$ cat config.mk
export PLATFORM = sky130hd
export DESIGN_NAME = config_loader
export DESIGN_NICKNAME = d
export VERILOG_FILES = /design/src/rtl/config_loader.sv
export SDC_FILE = /design/constraint.sdc
export NUM_CORES = 1
export LEC_CHECK = 0
export CORE_MARGIN = 1.5
export CORE_UTILIZATION = 40
export DETAILED_ROUTE_END_ITERATION = 12
export PLACE_DENSITY = 0.75
export SYNTH_ARGS = -nofsm -noshare
export SYNTH_HDL_FRONTEND = slang
export SYNTH_SLANG_ARGS = --single-unit
$ cat constraint.sdc
create_clock -name config_clk -period 2.1 [get_ports config_clk]
set_input_delay 0.525 -clock config_clk [delete_from_list [all_inputs] [get_ports config_clk]]
set_output_delay 0.525 -clock config_clk [all_outputs]
set_load 0.05 [all_outputs]
$ cat src/rtl/config_loader.sv
// -----------------------------------------------------------------------------
// config_loader
//
// Streams CHAIN_WORDS configuration words from a valid/ready source into a
// shift-register configuration chain, then reads the displaced chain contents
// back out. Each accepted word is shifted into the chain head one cycle after
// its acceptance. The word leaving the chain tail on every shift is captured
// and presented one cycle later on the readback port.
//
// Parameters
//   CONFIG_WIDTH : width of one configuration word and of the stream bus
//   CHAIN_WORDS  : number of words in the downstream chain (1..1024)
//
// Ports
//   config_clk  in   single clock; the downstream chain shifts on its rising edge
//   config_rst  in   asynchronous active-high reset
//   start       in   one-cycle request to begin a load (honoured in IDLE only)
//   abort       in   cancels a load in progress (honoured in LOAD only)
//   in_valid    in   source word valid
//   in_data     in   source word
//   in_ready    out  block accepts in_data this cycle (combinational)
//   config_en   out  chain shift enable (registered)
//   config_in   out  word driven into the chain head (registered)
//   chain_out   in   word presented by the last element of the chain
//   rb_valid    out  readback word valid (registered)
//   rb_data     out  word shifted out of the chain tail (registered)
//   busy        out  high in any state other than IDLE
//   done        out  one-cycle pulse on successful load completion
//   error       out  sticky flag set by an abort, cleared by the next start
// -----------------------------------------------------------------------------
module config_loader #(
  parameter int CONFIG_WIDTH = 8,
  parameter int CHAIN_WORDS  = 4
) (
  input  logic                    config_clk,
  input  logic                    config_rst,
  input  logic                    start,
  input  logic                    abort,
  input  logic                    in_valid,
  input  logic [CONFIG_WIDTH-1:0] in_data,
  output logic                    in_ready,
  output logic                    config_en,
  output logic [CONFIG_WIDTH-1:0] config_in,
  input  logic [CONFIG_WIDTH-1:0] chain_out,
  output logic                    rb_valid,
  output logic [CONFIG_WIDTH-1:0] rb_data,
  output logic                    busy,
  output logic                    done,
  output logic                    error
);

  // Counter is wide enough to hold CHAIN_WORDS itself, so it never wraps.
  localparam int CW = $clog2(CHAIN_WORDS + 1);
  localparam logic [CW-1:0] FULL_COUNT = CW'(CHAIN_WORDS);
  localparam logic [CW-1:0] LAST_COUNT = CW'(CHAIN_WORDS - 1);
  localparam logic [CW-1:0] ONE_COUNT  = CW'(1);
  localparam logic [CW-1:0] ZERO_COUNT = CW'(0);

  typedef enum logic [1:0] {
    ST_IDLE  = 2'd0,
    ST_LOAD  = 2'd1,
    ST_DRAIN = 2'd2,
    ST_DONE  = 2'd3
  } state_t;

  state_t                  state_r;
  logic [CW-1:0]           count_r;
  logic                    busy_r;
  logic                    done_r;
  logic                    error_r;
  logic                    config_en_r;
  logic [CONFIG_WIDTH-1:0] config_in_r;
  logic                    rb_valid_r;
  logic [CONFIG_WIDTH-1:0] rb_data_r;
  logic                    in_ready_s;
  logic                    accept_s;

  // Handshake: ready only while loading with room left; abort masks the
  // same-cycle accept so an aborted word never reaches the chain.
  always_comb begin
    in_ready_s = 1'b0;
    accept_s   = 1'b0;
    if ((state_r == ST_LOAD) && (count_r < FULL_COUNT) && !abort) begin
      in_ready_s = 1'b1;
    end else begin
      in_ready_s = 1'b0;
    end
    accept_s = in_valid && in_ready_s;
  end

  // Control FSM: state, word counter and the busy/done/error status flags.
  always_ff @(posedge config_clk or posedge config_rst) begin
    if (config_rst) begin
      state_r <= ST_IDLE;
      count_r <= ZERO_COUNT;
      busy_r  <= 1'b0;
      done_r  <= 1'b0;
      error_r <= 1'b0;
    end else begin
      case (state_r)
        ST_IDLE: begin
          done_r <= 1'b0;
          if (start) begin
            state_r <= ST_LOAD;
            count_r <= ZERO_COUNT;
            busy_r  <= 1'b1;
            error_r <= 1'b0;
          end else begin
            state_r <= ST_IDLE;
            busy_r  <= 1'b0;
          end
        end
        ST_LOAD: begin
          if (abort) begin
            state_r <= ST_IDLE;
            busy_r  <= 1'b0;
            error_r <= 1'b1;
          end else if (accept_s) begin
            count_r <= count_r + ONE_COUNT;
            // The final word's shift is issued during DRAIN.
            if (count_r == LAST_COUNT) begin
              state_r <= ST_DRAIN;
            end else begin
              state_r <= ST_LOAD;
            end
          end else begin
            state_r <= ST_LOAD;
          end
        end
        ST_DRAIN: begin
          state_r <= ST_DONE;
          done_r  <= 1'b1;
        end
        ST_DONE: begin
          state_r <= ST_IDLE;
          done_r  <= 1'b0;
          busy_r  <= 1'b0;
        end
        default: begin
          state_r <= ST_IDLE;
          count_r <= ZERO_COUNT;
          busy_r  <= 1'b0;
          done_r  <= 1'b0;
        end
      endcase
    end
  end

  // Chain drive: one shift per accepted word, issued the cycle after the accept.
  always_ff @(posedge config_clk or posedge config_rst) begin
    if (config_rst) begin
      config_en_r <= 1'b0;
      config_in_r <= {CONFIG_WIDTH{1'b0}};
    end else begin
      config_en_r <= accept_s;
      if (accept_s) begin
        config_in_r <= in_data;
      end else begin
        config_in_r <= config_in_r;
      end
    end
  end

  // Readback: the tail word displaced by each shift appears one cycle later.
  always_ff @(posedge config_clk or posedge config_rst) begin
    if (config_rst) begin
      rb_valid_r <= 1'b0;
      rb_data_r  <= {CONFIG_WIDTH{1'b0}};
    end else begin
      rb_valid_r <= config_en_r;
      if (config_en_r) begin
        rb_data_r <= chain_out;
      end else begin
        rb_data_r <= rb_data_r;
      end
    end
  end

  assign in_ready  = in_ready_s;
  assign config_en = config_en_r;
  assign config_in = config_in_r;
  assign rb_valid  = rb_valid_r;
  assign rb_data   = rb_data_r;
  assign busy      = busy_r;
  assign done      = done_r;
  assign error     = error_r;

endmodule
Yosys cells after proc, flatten, opt, wreduce, memory -nomap -nowiden
Index checks and enable logic that the tools add are counted.
{ "totals": {"word_cells": 48, "input_bits": 21, "regBits": 26, "output_inout_bits": 22} }
{ "classes": {"n_addsub": 1, "mux": 17, "n_reduce_logical": 12, "n_eq_ne": 8, "order_cmp": 1} }
{ "ops": {"columns": ["op", "count"], "rows": [
  ["$mux W3", 3],
  ["$ne A2 B2 Y1 const B", 4],
  ["$pmux W2 S4", 1],
  ["$mux W1", 6],
  ["$mux W2", 3],
  ["$pmux W3 S2", 1],
  ["$eq A2 B2 Y1 const B", 2],
  ["$pmux W1 S2", 2],
  ["$reduce_and A4 Y1", 1],
  ["$reduce_bool A2 Y1", 2],
  ["$add A3 B1 Y3 const B", 1],
  ["$eq A3 B2 Y1 const B", 1],
  ["$logic_and A1 B1 Y1", 3],
  ["$lt A3 B3 Y1 const B", 1],
  ["$pmux W1 S3", 1],
  ["$reduce_and A3 Y1", 1],
  ["$reduce_bool A3 Y1", 1],
  ["$eq A2 B1 Y1 const B", 1],
  ["$logic_not A2 Y1", 1],
  ["$reduce_and A2 Y1", 1],
  ["$reduce_or A2 Y1", 1],
  ["$logic_not A1 Y1", 1]
]} }

Depth between registers and ports, before layout
Gate-level depths: netlist (run 1).
{ "depth": {"word_depth": 8, "ltp_mapped": 6, "depth_no_buf": 5} }

Worst setup path before layout (run 1)
No wires, ideal clock.
{ "synth_path": {"path_kind": "reg2out", "startpoint": "register with a tool-made name", "endpoint": "output in_ready", "setup_slack_ns": 0.094, "required_ns": 1.575, "arrival_time_ns": 1.481, "path_stages_with_launch": 6, "n_path_buf": 1, "cell_sequence": "dfrtp_1 > inv_1 > ha_1 > buf_2 > nor2b_1 > and2_1"} }
{ "synth_rtl": {"columns": ["element", "line", "text"], "rows": [
  ["end: declaration", "41", "output logic in_ready,"]
]} }

Worst setup path in the final report (run 1)
{ "layout_path": {"startpoint": "register rb_data_r[2] (netlist: rb_data[2])", "endpoint": "output rb_data[2]"} }
{ "layout_rtl": {"columns": ["element", "line", "text"], "rows": [
  ["start: declaration", "74", "logic [CONFIG_WIDTH-1:0] rb_data_r;"],
  ["start signal: assignment", "168", "rb_data_r <= {CONFIG_WIDTH{1'b0}};"],
  ["start signal: assignment", "172", "rb_data_r <= chain_out;"],
  ["start signal: assignment", "174", "rb_data_r <= rb_data_r;"],
  ["end: declaration", "46", "output logic [CONFIG_WIDTH-1:0] rb_data,"]
]} }
No word-level cell between the ends.

==> flow_metrics.py, run 1 <==
metrics = {
    "run_status": {
        "status": "complete, no violations",
    },
    "route": {
        "drc": 0,
        "vias": 883,
        "drt-wirelength-per-cell_microns": 14.88,
        "drtPass1Iterations": 2,
        "final_antenna_net_count": 0,
        "drtIter0Drc": 13,
        "totalWireLength_mm": 2.500,
        "viasPerCell": 5.256,
    },
    "worst_hold_path": {
        "worstHoldPathType": "in -> async",
    },
    "yosys": {
        "syn_inst": 89,
        "synth_top_area_frac": 0.5603,
        "synth.distinct_cells": 24,
        "synth_nets": 117,
        "synth-simple-area-share": 0.08082,
        "seq_area_frac_synth": 0.5603,
        "yosys_warnings": 0,
        "synthesis.area_sq_um": 1161,
        "synth_top_family_by_area": "multiplexers",
        "synth-seq-cells": 26,
        "synth_xor_area_frac": 0,
        "syn-mean-instance-area_sq_um": 13.05,
        "muxShareOfSynthArea": 0.1649,
        "synthTopCellsByArea": "dfrtp_1 56%, mux2_2 16%, ha_1 7.5%",
        "synth_compound_area_frac": 0.07866,
        "synthAdderAreaFrac": 0.07543,
        "yosysTopAreaCell": "dfrtp_1",
    },
    "power_and_ir_drop": {
        "p_comb_frac": 0.464,
        "power_switching_share": 0.4074,
        "p_seq_frac": 0.389,
        "power_density_nw_per_um2": 1014,
        "internal-power_mw": 1.025,
        "p_leak_nw": 0.7755,
        "irDropWorstVdd_v": 0.0007566,
        "p_clk_frac": 0.147,
        "power.switching_uw": 704.7,
        "power.total_mw": 1.730,
    },
    "worst_setup_path": {
        "r2r-end": "config_in[6]",
        "crit_fanout": 2,
        "crit_family": "buffers and inverters",
        "ff2ff_path_depth": 4,
        "crit_chain": "clkdlybuf4s50_1",
        "arrival_ns": 1.51,
        "ff2ff_setup_slack_ns": 0.52,
        "path_buf_inv": 1,
        "path_class": "reg -> out",
        "critPathCaptureType": "primary output",
        "critPathSlowestCell": "clkdlybuf4s50_1",
        "start_kind": "flop",
        "crit_required_ns": 1.57,
        "slowest_delay_ns": 0.82,
    },
    "final_layout": {
        "layout-drive-gt1-share": 0.2555,
        "nFillCells": 225,
        "final_cells": 168,
        "final_nets": 166,
        "diodes": 0,
        "fin_util": 0.6184,
        "final_cell_mix": "38 x clkdlybuf4s50_1, 25 x dfrtp_1, 17 x mux2_2",
        "final_common_cell": "clkdlybuf4s50_1",
        "area_growth_pct": 46.88,
        "final_cell_area_sq_um": 1705,
    },
    "sta": {
        "fmax_ghz": 0.4903,
        "fin_crit_sh": 0.9713,
        "skew_ns": 0.006005,
        "slew_headroom": 0.6550,
        "hold_ws_ns": 0.4785,
        "tns_ns": 0,
        "rsz0062_at_grt": "no",
        "fin_crit_ns": 2.040,
        "finalMaxSlewViolations": 0,
        "setup_slack_ns": 0.06025,
        "report.final.setup_viol": 0,
        "hold_violations": 0,
        "worstMarginPinSlew_ns": 0.5159,
    },
    "floorplanning": {
        "io_pins": 43,
        "floorplan.initialDensity": 0.4211,
        "die_w_microns": 56.88,
        "die_h_microns": 56.88,
        "num_rows": 19,
        "die-area_sq_um": 3235,
        "placeableCoreArea_sq_um": 2758,
    },
    "place": {
        "port_buffers": 42,
        "dpl_cell_area_sq_um": 1638,
        "dp.cells": 163,
        "place_congestion": 0.7078,
        "post-place-ws_ns": 0.08327,
        "dp_hpwl_mm": 1.879,
    },
    "clock_tree": {
        "clkSlewWorstSetupHoldPaths_ns": 0.14,
        "cts_tree": "built",
        "htreeDepth": 1,
        "hold_buffers": 0,
        "cts.path.max_buffers": 2,
        "root_buffer": "clkbuf_4",
        "clk-insertion-delay-late_ns": 0.32,
        "cts_sinks": 26,
        "cts_buffers": 3,
    },
    "grt": {
        "antenna_found_initial": 0,
        "grt_first_pass_wirelength_mm": 4.360,
        "grt_start_max_net_pins": 15,
        "grt_pass1_vias": 988,
        "gr-total-overflow": 0,
        "grtUsageTotal": 0.1750,
    },
    "run": {
        "drv_cap": 0,
    },
}
-- area by class of cell --
type	count	area [sq um]	share of cell area
sequential	26	651.9	0.3822
multi-input combinational	53	481.7	0.2825
timing repair buffer	47	470.5	0.2759
tap	31	38.79	0.02274
clock buffer	4	36.28	0.02128
inverter	7	26.28	0.01541
-- registers in the layout, indices dropped and copies added (netlist names), named ones only --
signal     flops
config_in      8
rb_data        8
count_r        3
busy           1
config_en      1
done           1
error          1
rb_valid       1
state_r        1
-- cell families after synthesis --
kind of cell / Yosys count
compound gates: 13
fa+ha+maj: 7
buf+inv: 10
flops: 26
mux: 17
simple gates: 16
-- power by group through the flow --
stage / sequential (mW) / combinational [mW] / clock [mW]
final: 0.674 / 0.802 / 0.254
after detailed placement: 0.684 / 0.802 / 0
after global routing: 0.692 / 0.835 / 0.285
after floorplan: 1.03 / 0.155 / 0
after global placement: 0.677 / 0.789 / 0
after CTS: 0.675 / 0.805 / 0.265
-- routing by layer --
metal | global-route usage | wire length (microns) | vias up
met5 | 0 | 0 | -
met4 | 0.08638 | 17 | 0
met3 | 0.03687 | 131 | 2
met2 | 0.2973 | 1286 | 25
met1 | 0.2090 | 1065 | 443
li1 | - | - | 413
-- timing repair --
| item | CTS | global route |
|---|---|---|
| resized for setup | 2 | 6 |
| setup buffers | 1 | 0 |
| gates cloned | 0 | 0 |
| endpoints found under the setup margin | 1 | 3 |
-- cell usage after synthesis --
cell and count:
nand2_1 3, a21oi_1 1, o41ai_1 1, o2111ai_1 2
or3b_1 1, dfrtp_1 26, buf_6 1, nor3_1 1
o21ai_0 4, nand3_1 4, nor2_1 1, mux2_2 17
a31o_2 1, inv_1 7, clkbuf_1 1, and2_1 1
o22ai_1 1, and4bb_2 1, a21boi_0 1, o22a_1 2
nor3b_1 1, ha_1 7, nor2b_1 3, buf_2 1
-- worst max path at each step --
stage | startpoint | end | depth (start not counted)
final | rb_data[2] | rb_data[2] | 1
after global routing | rb_data[2] | rb_data[2] | 1
after CTS | state_r[0] | in_ready | 4
after detailed placement | abort | in_ready | 4
after global placement | abort | in_ready | 4
after floorplan | flop | in_ready | 5
No activity file was read; power rests on OpenSTA's default activity.
==> run 2: changes to the inputs <==
PLACE_DENSITY = not set   (was 0.75)
PLACE_DENSITY_LB_ADDON = 0.08   (was not set)
==> flow_metrics.py, run 2 (same netlist as run 1, synthesis figures left out) <==
metrics = {
    "sta": {
        "report.final.setup_viol": 0,
        "fin_crit_sh": 0.9687,
        "rsz0062_at_grt": "no",
        "finalMaxSlewViolations": 0,
        "tns_ns": 0,
        "setup_slack_ns": 0.06571,
        "fin_crit_ns": 2.034,
        "skew_ns": 0.002737,
        "slew_headroom": 0.6596,
        "hold_ws_ns": 0.5251,
        "hold_violations": 0,
        "worstMarginPinSlew_ns": 0.5090,
        "fmax_ghz": 0.4916,
    },
    "clock_tree": {
        "hold_buffers": 0,
        "root_buffer": "clkbuf_4",
        "htreeDepth": 1,
        "clk-insertion-delay-late_ns": 0.32,
        "cts_sinks": 26,
        "cts_tree": "built",
        "cts_buffers": 3,
        "clkSlewWorstSetupHoldPaths_ns": 0.14,
        "cts.path.max_buffers": 2,
    },
    "worst_setup_path": {
        "crit_family": "buffers and inverters",
        "start_kind": "flop",
        "path_buf_inv": 1,
        "path_class": "reg -> out",
        "crit_fanout": 2,
        "crit_path_start": "rb_data[7]",
        "crit_required_ns": 1.57,
        "slowest_delay_ns": 0.81,
        "arrival_ns": 1.51,
        "critPathSlowestCell": "clkdlybuf4s50_1",
        "critPathCaptureType": "primary output",
        "crit_chain": "clkdlybuf4s50_1",
    },
    "final_layout": {
        "final_cell_mix": "36 x clkdlybuf4s50_1, 25 x dfrtp_1, 17 x mux2_2",
        "area_growth_pct": 48.71,
        "nFillCells": 227,
        "diodes": 0,
        "final_common_cell": "clkdlybuf4s50_1",
        "layout-drive-gt1-share": 0.2555,
        "final_cells": 168,
        "final_nets": 166,
    },
    "place": {
        "dp.cells": 163,
        "post-place-ws_ns": 0.07899,
        "port_buffers": 42,
        "dp_hpwl_mm": 1.736,
        "place_congestion": 0.7437,
    },
    "worst_hold_path": {
        "hold_start": "rb_data[5]",
        "worstHoldPathType": "reg -> reg",
    },
    "grt": {
        "use_met3": 0.04608,
        "busiest_layer": "met2",
        "gr-total-overflow": 0,
        "grt_start_max_net_pins": 27,
        "grt_pass1_vias": 889,
        "met2_usage": 0.2674,
        "antenna_found_initial": 0,
        "grtUsageTotal": 0.1520,
        "met1_usage": 0.1783,
        "grt_first_pass_wirelength_mm": 3.822,
    },
    "route": {
        "drtIter0Drc": 8,
        "final_antenna_net_count": 0,
        "drt-wirelength-per-cell_microns": 13.93,
        "vias": 855,
        "drc": 0,
        "totalWireLength_mm": 2.341,
        "viasPerCell": 5.089,
        "drtPass1Iterations": 4,
    },
    "floorplanning": {
        "die_w_microns": 56.88,
        "io_pins": 43,
        "num_rows": 19,
        "placeableCoreArea_sq_um": 2758,
        "die-area_sq_um": 3235,
        "die_h_microns": 56.88,
        "floorplan.initialDensity": 0.4211,
    },
    "run": {
        "drv_cap": 0,
    },
    "run_status": {
        "status": "complete, no violations",
    },
    "power_and_ir_drop": {
        "p_leak_nw": 0.8029,
        "power_density_nw_per_um2": 1051,
        "irDropWorstVdd_v": 0.0009846,
    },
}
## run 2: power breakdown
group          leakage [nW]  total (mW)  switching (mW)  internal (mW)
Sequential            0.321       0.672          0.0620          0.610
Clock                0.0279       0.345           0.152          0.193
Combinational         0.454       0.798           0.490          0.309
## run 2: final timing paths
kind | endpoint | slack (ns) | cells after the start
max | rb_data[7] | 0.07 | 1
min | rb_data[5] | 0.53 | 1
max reg2reg | state_r[0] | 0.52 | 5
min reg2reg | rb_data[5] | 0.53 | 1
max in group asynchronous | state_r[0] | 1.29 | 3
min in group asynchronous | config_in[3] | 0.54 | 3
## run 2: area by class of cell
type                       instances  area [sq um]  share of cell area
inverter                           7         26.28             0.01522
sequential                        26         651.9              0.3775
clock inverter                     1         30.03             0.01739
timing repair buffer              47         475.5              0.2754
tap                               31         38.79             0.02246
multi-input combinational         53         481.7              0.2790
clock buffer                       3         22.52             0.01304
## run 2: routing by layer
metal,share of wire,vias up
met5,0,-
met4,0.0051,0
met3,0.055,2
met2,0.50,24
met1,0.44,423
li1,-,406
## run 2: worst register-to-register path, stage by stage, from the launching register on
cell and delay, ns:
dfrtp_1 0.42, inv_2 0.11, ha_4 0.17, and4bb_2 0.41
nand2_1 0.12, a31o_2 0.26
## run 2: repair_timing
item	4_1_cts	5_1_grt
hold endpoints to repair	0	0
endpoints found under the setup margin	1	5
setup buffers	1	0
gates resized for setup	3	7
## run 2: stage by stage
step / power [mW] / util / instance area (sq um)
2_1_floorplan: 1.188 / - / 1161
3_3_place_gp: 1.469 / 0.5939 / 1638
3_5_place_dp: 1.483 / 0.5939 / 1638
4_1_cts: 1.834 / 0.6171 / 1702
5_1_grt: 1.893 / 0.6261 / 1727
6_report: 1.815 / 0.6261 / 1727
==> run 3: changes to the inputs <==
MAX_ROUTING_LAYER = met4   (was not set)
clock period = 2.5 ns   (was 2.1 ns; I/O delays follow)
==> flow_metrics.py, run 3 (same netlist as run 1, synthesis figures left out) <==
metrics = {
    "run_status": {
        "status": "complete, no violations",
    },
    "worst_setup_path": {
        "arrival_ns": 1.66,
        "crit_required_ns": 1.88,
        "critPathSlowestCell": "clkdlybuf4s50_1",
        "crit_fanout": 5,
        "crit_family": "buffers and inverters",
        "start_kind": "input pin",
        "path_buf_inv": 2,
        "crit_chain": "clkdlybuf4s50_1, nor2b_1, and2_1, buf_12",
        "critPathCaptureType": "primary output",
        "path_class": "in -> out",
        "slowest_delay_ns": 0.47,
    },
    "clock_tree": {
        "cts_tree": "built",
        "root_buffer": "clkbuf_4",
        "post_cts_buffers": 0,
        "hold_buffers": 0,
        "cts_buffers": 3,
        "cts_sinks": 26,
        "htreeDepth": 1,
        "clk-insertion-delay-late_ns": 0.31,
        "clkSlewWorstSetupHoldPaths_ns": 0.13,
        "ctsResizeCount": 0,
        "cts.path.max_buffers": 2,
    },
    "route": {
        "drtIter0Drc": 11,
        "drc": 0,
        "drtPass1Iterations": 4,
        "viasPerCell": 5.157,
        "totalWireLength_mm": 2.214,
        "final_antenna_net_count": 0,
        "vias": 856,
        "drt-wirelength-per-cell_microns": 13.34,
    },
    "grt": {
        "gr-total-overflow": 0,
        "met1_usage": 0.1842,
        "use_met3": 0.04608,
        "grt_first_pass_wirelength_mm": 3.829,
        "grt_start_max_net_pins": 27,
        "busiest_layer": "met2",
        "grt_pass1_vias": 919,
        "met2_usage": 0.2475,
        "antenna_found_initial": 0,
        "grtUsageTotal": 0.1602,
    },
    "place": {
        "port_buffers": 42,
        "place_congestion": 0.7057,
        "dp_hpwl_mm": 1.669,
    },
    "final_layout": {
        "layout-drive-gt1-share": 0.2000,
        "final_common_cell": "clkdlybuf4s50_1",
        "diodes": 0,
        "final_cell_mix": "41 x clkdlybuf4s50_1, 26 x dfrtp_1, 17 x mux2_2",
        "fin_util": 0.6053,
        "area_growth_pct": 43.75,
        "final_nets": 164,
    },
    "sta": {
        "fmax_ghz": 0.4369,
        "report.final.setup_viol": 0,
        "fin_crit_ns": 2.289,
        "tns_ns": 0,
        "slew_headroom": 0.6564,
        "fin_crit_sh": 0.9155,
        "skew_ns": 0.006301,
        "rsz0062_at_grt": "no",
        "worstMarginPinSlew_ns": 0.5137,
        "finalMaxSlewViolations": 0,
        "hold_ws_ns": 0.5206,
        "hold_violations": 0,
    },
    "floorplanning": {
        "die_w_microns": 56.88,
        "die-area_sq_um": 3235,
        "io_pins": 43,
        "num_rows": 19,
        "die_h_microns": 56.88,
        "placeableCoreArea_sq_um": 2758,
        "floorplan.initialDensity": 0.4211,
    },
    "power_and_ir_drop": {
        "power_density_nw_per_um2": 859.3,
        "p_leak_nw": 0.7365,
        "irDropWorstVdd_v": 0.0006955,
    },
    "run": {
        "drv_cap": 0,
    },
    "worst_hold_path": {
        "worstHoldPathType": "reg -> reg",
    },
}
run 3: area by class of cell:
| cell class | count | area, sq um |
|---|---|---|
| multi-input combinational | 53 | 464.2 |
| fill | 224 | 1089 |
| timing repair buffer | 45 | 452.9 |
| inverter | 7 | 26.28 |
| tap | 31 | 38.79 |
| clock buffer | 4 | 36.28 |
| sequential | 26 | 650.6 |
run 3: metal layers:
| layer | part of all wire | routed length, microns |
|---|---|---|
| met1 | 0.44 | 972 |
| met2 | 0.49 | 1075 |
| met3 | 0.068 | 150 |
| met4 | 0.0063 | 14 |
| met5 | 0 | 0 |
run 3: power breakdown:
group	internal (mW)	leakage [nW]	switching (mW)	total, mW
combinational	0.256	0.393	0.411	0.667
clock	0.0889	0.0210	0.117	0.206
sequential	0.512	0.322	0.0491	0.561
run 3: per-stage QoR:
stage | power (mW) | setup WS (ns) | area, sq um | cells
floorplan | 0.9976 | 0.3936 | 1161 | 89
global placement | 1.232 | 0.2246 | 1633 | 162
detailed placement | 1.242 | 0.2024 | 1633 | 162
CTS | 1.453 | 0.1960 | 1669 | 166
global route | 1.508 | 0.1244 | 1669 | 166
finish | 1.434 | 0.2112 | 1669 | 166
run 3: path summary, 6_finish.rpt:
path	from	endpoint	depth (start not counted)	slack (ns)
setup / recovery	abort	in_ready	4	0.21
hold / removal	rb_data[7]	rb_data[7]	1	0.52
setup reg to reg	flop	state_r[0]	6	0.68
hold reg to reg	rb_data[7]	rb_data[7]	1	0.52
max in group asynchronous	config_rst	rb_data[3]	3	1.62
min in group asynchronous	config_rst	error	3	0.64
run 3: worst reg2reg max path, stage by stage (launching register included):
cell	delay, ns
dfrtp_1	0.42
inv_1	0.14
ha_1	0.18
buf_4	0.18
and4bb_2	0.43
nand2_1	0.13
a31o_2	0.25
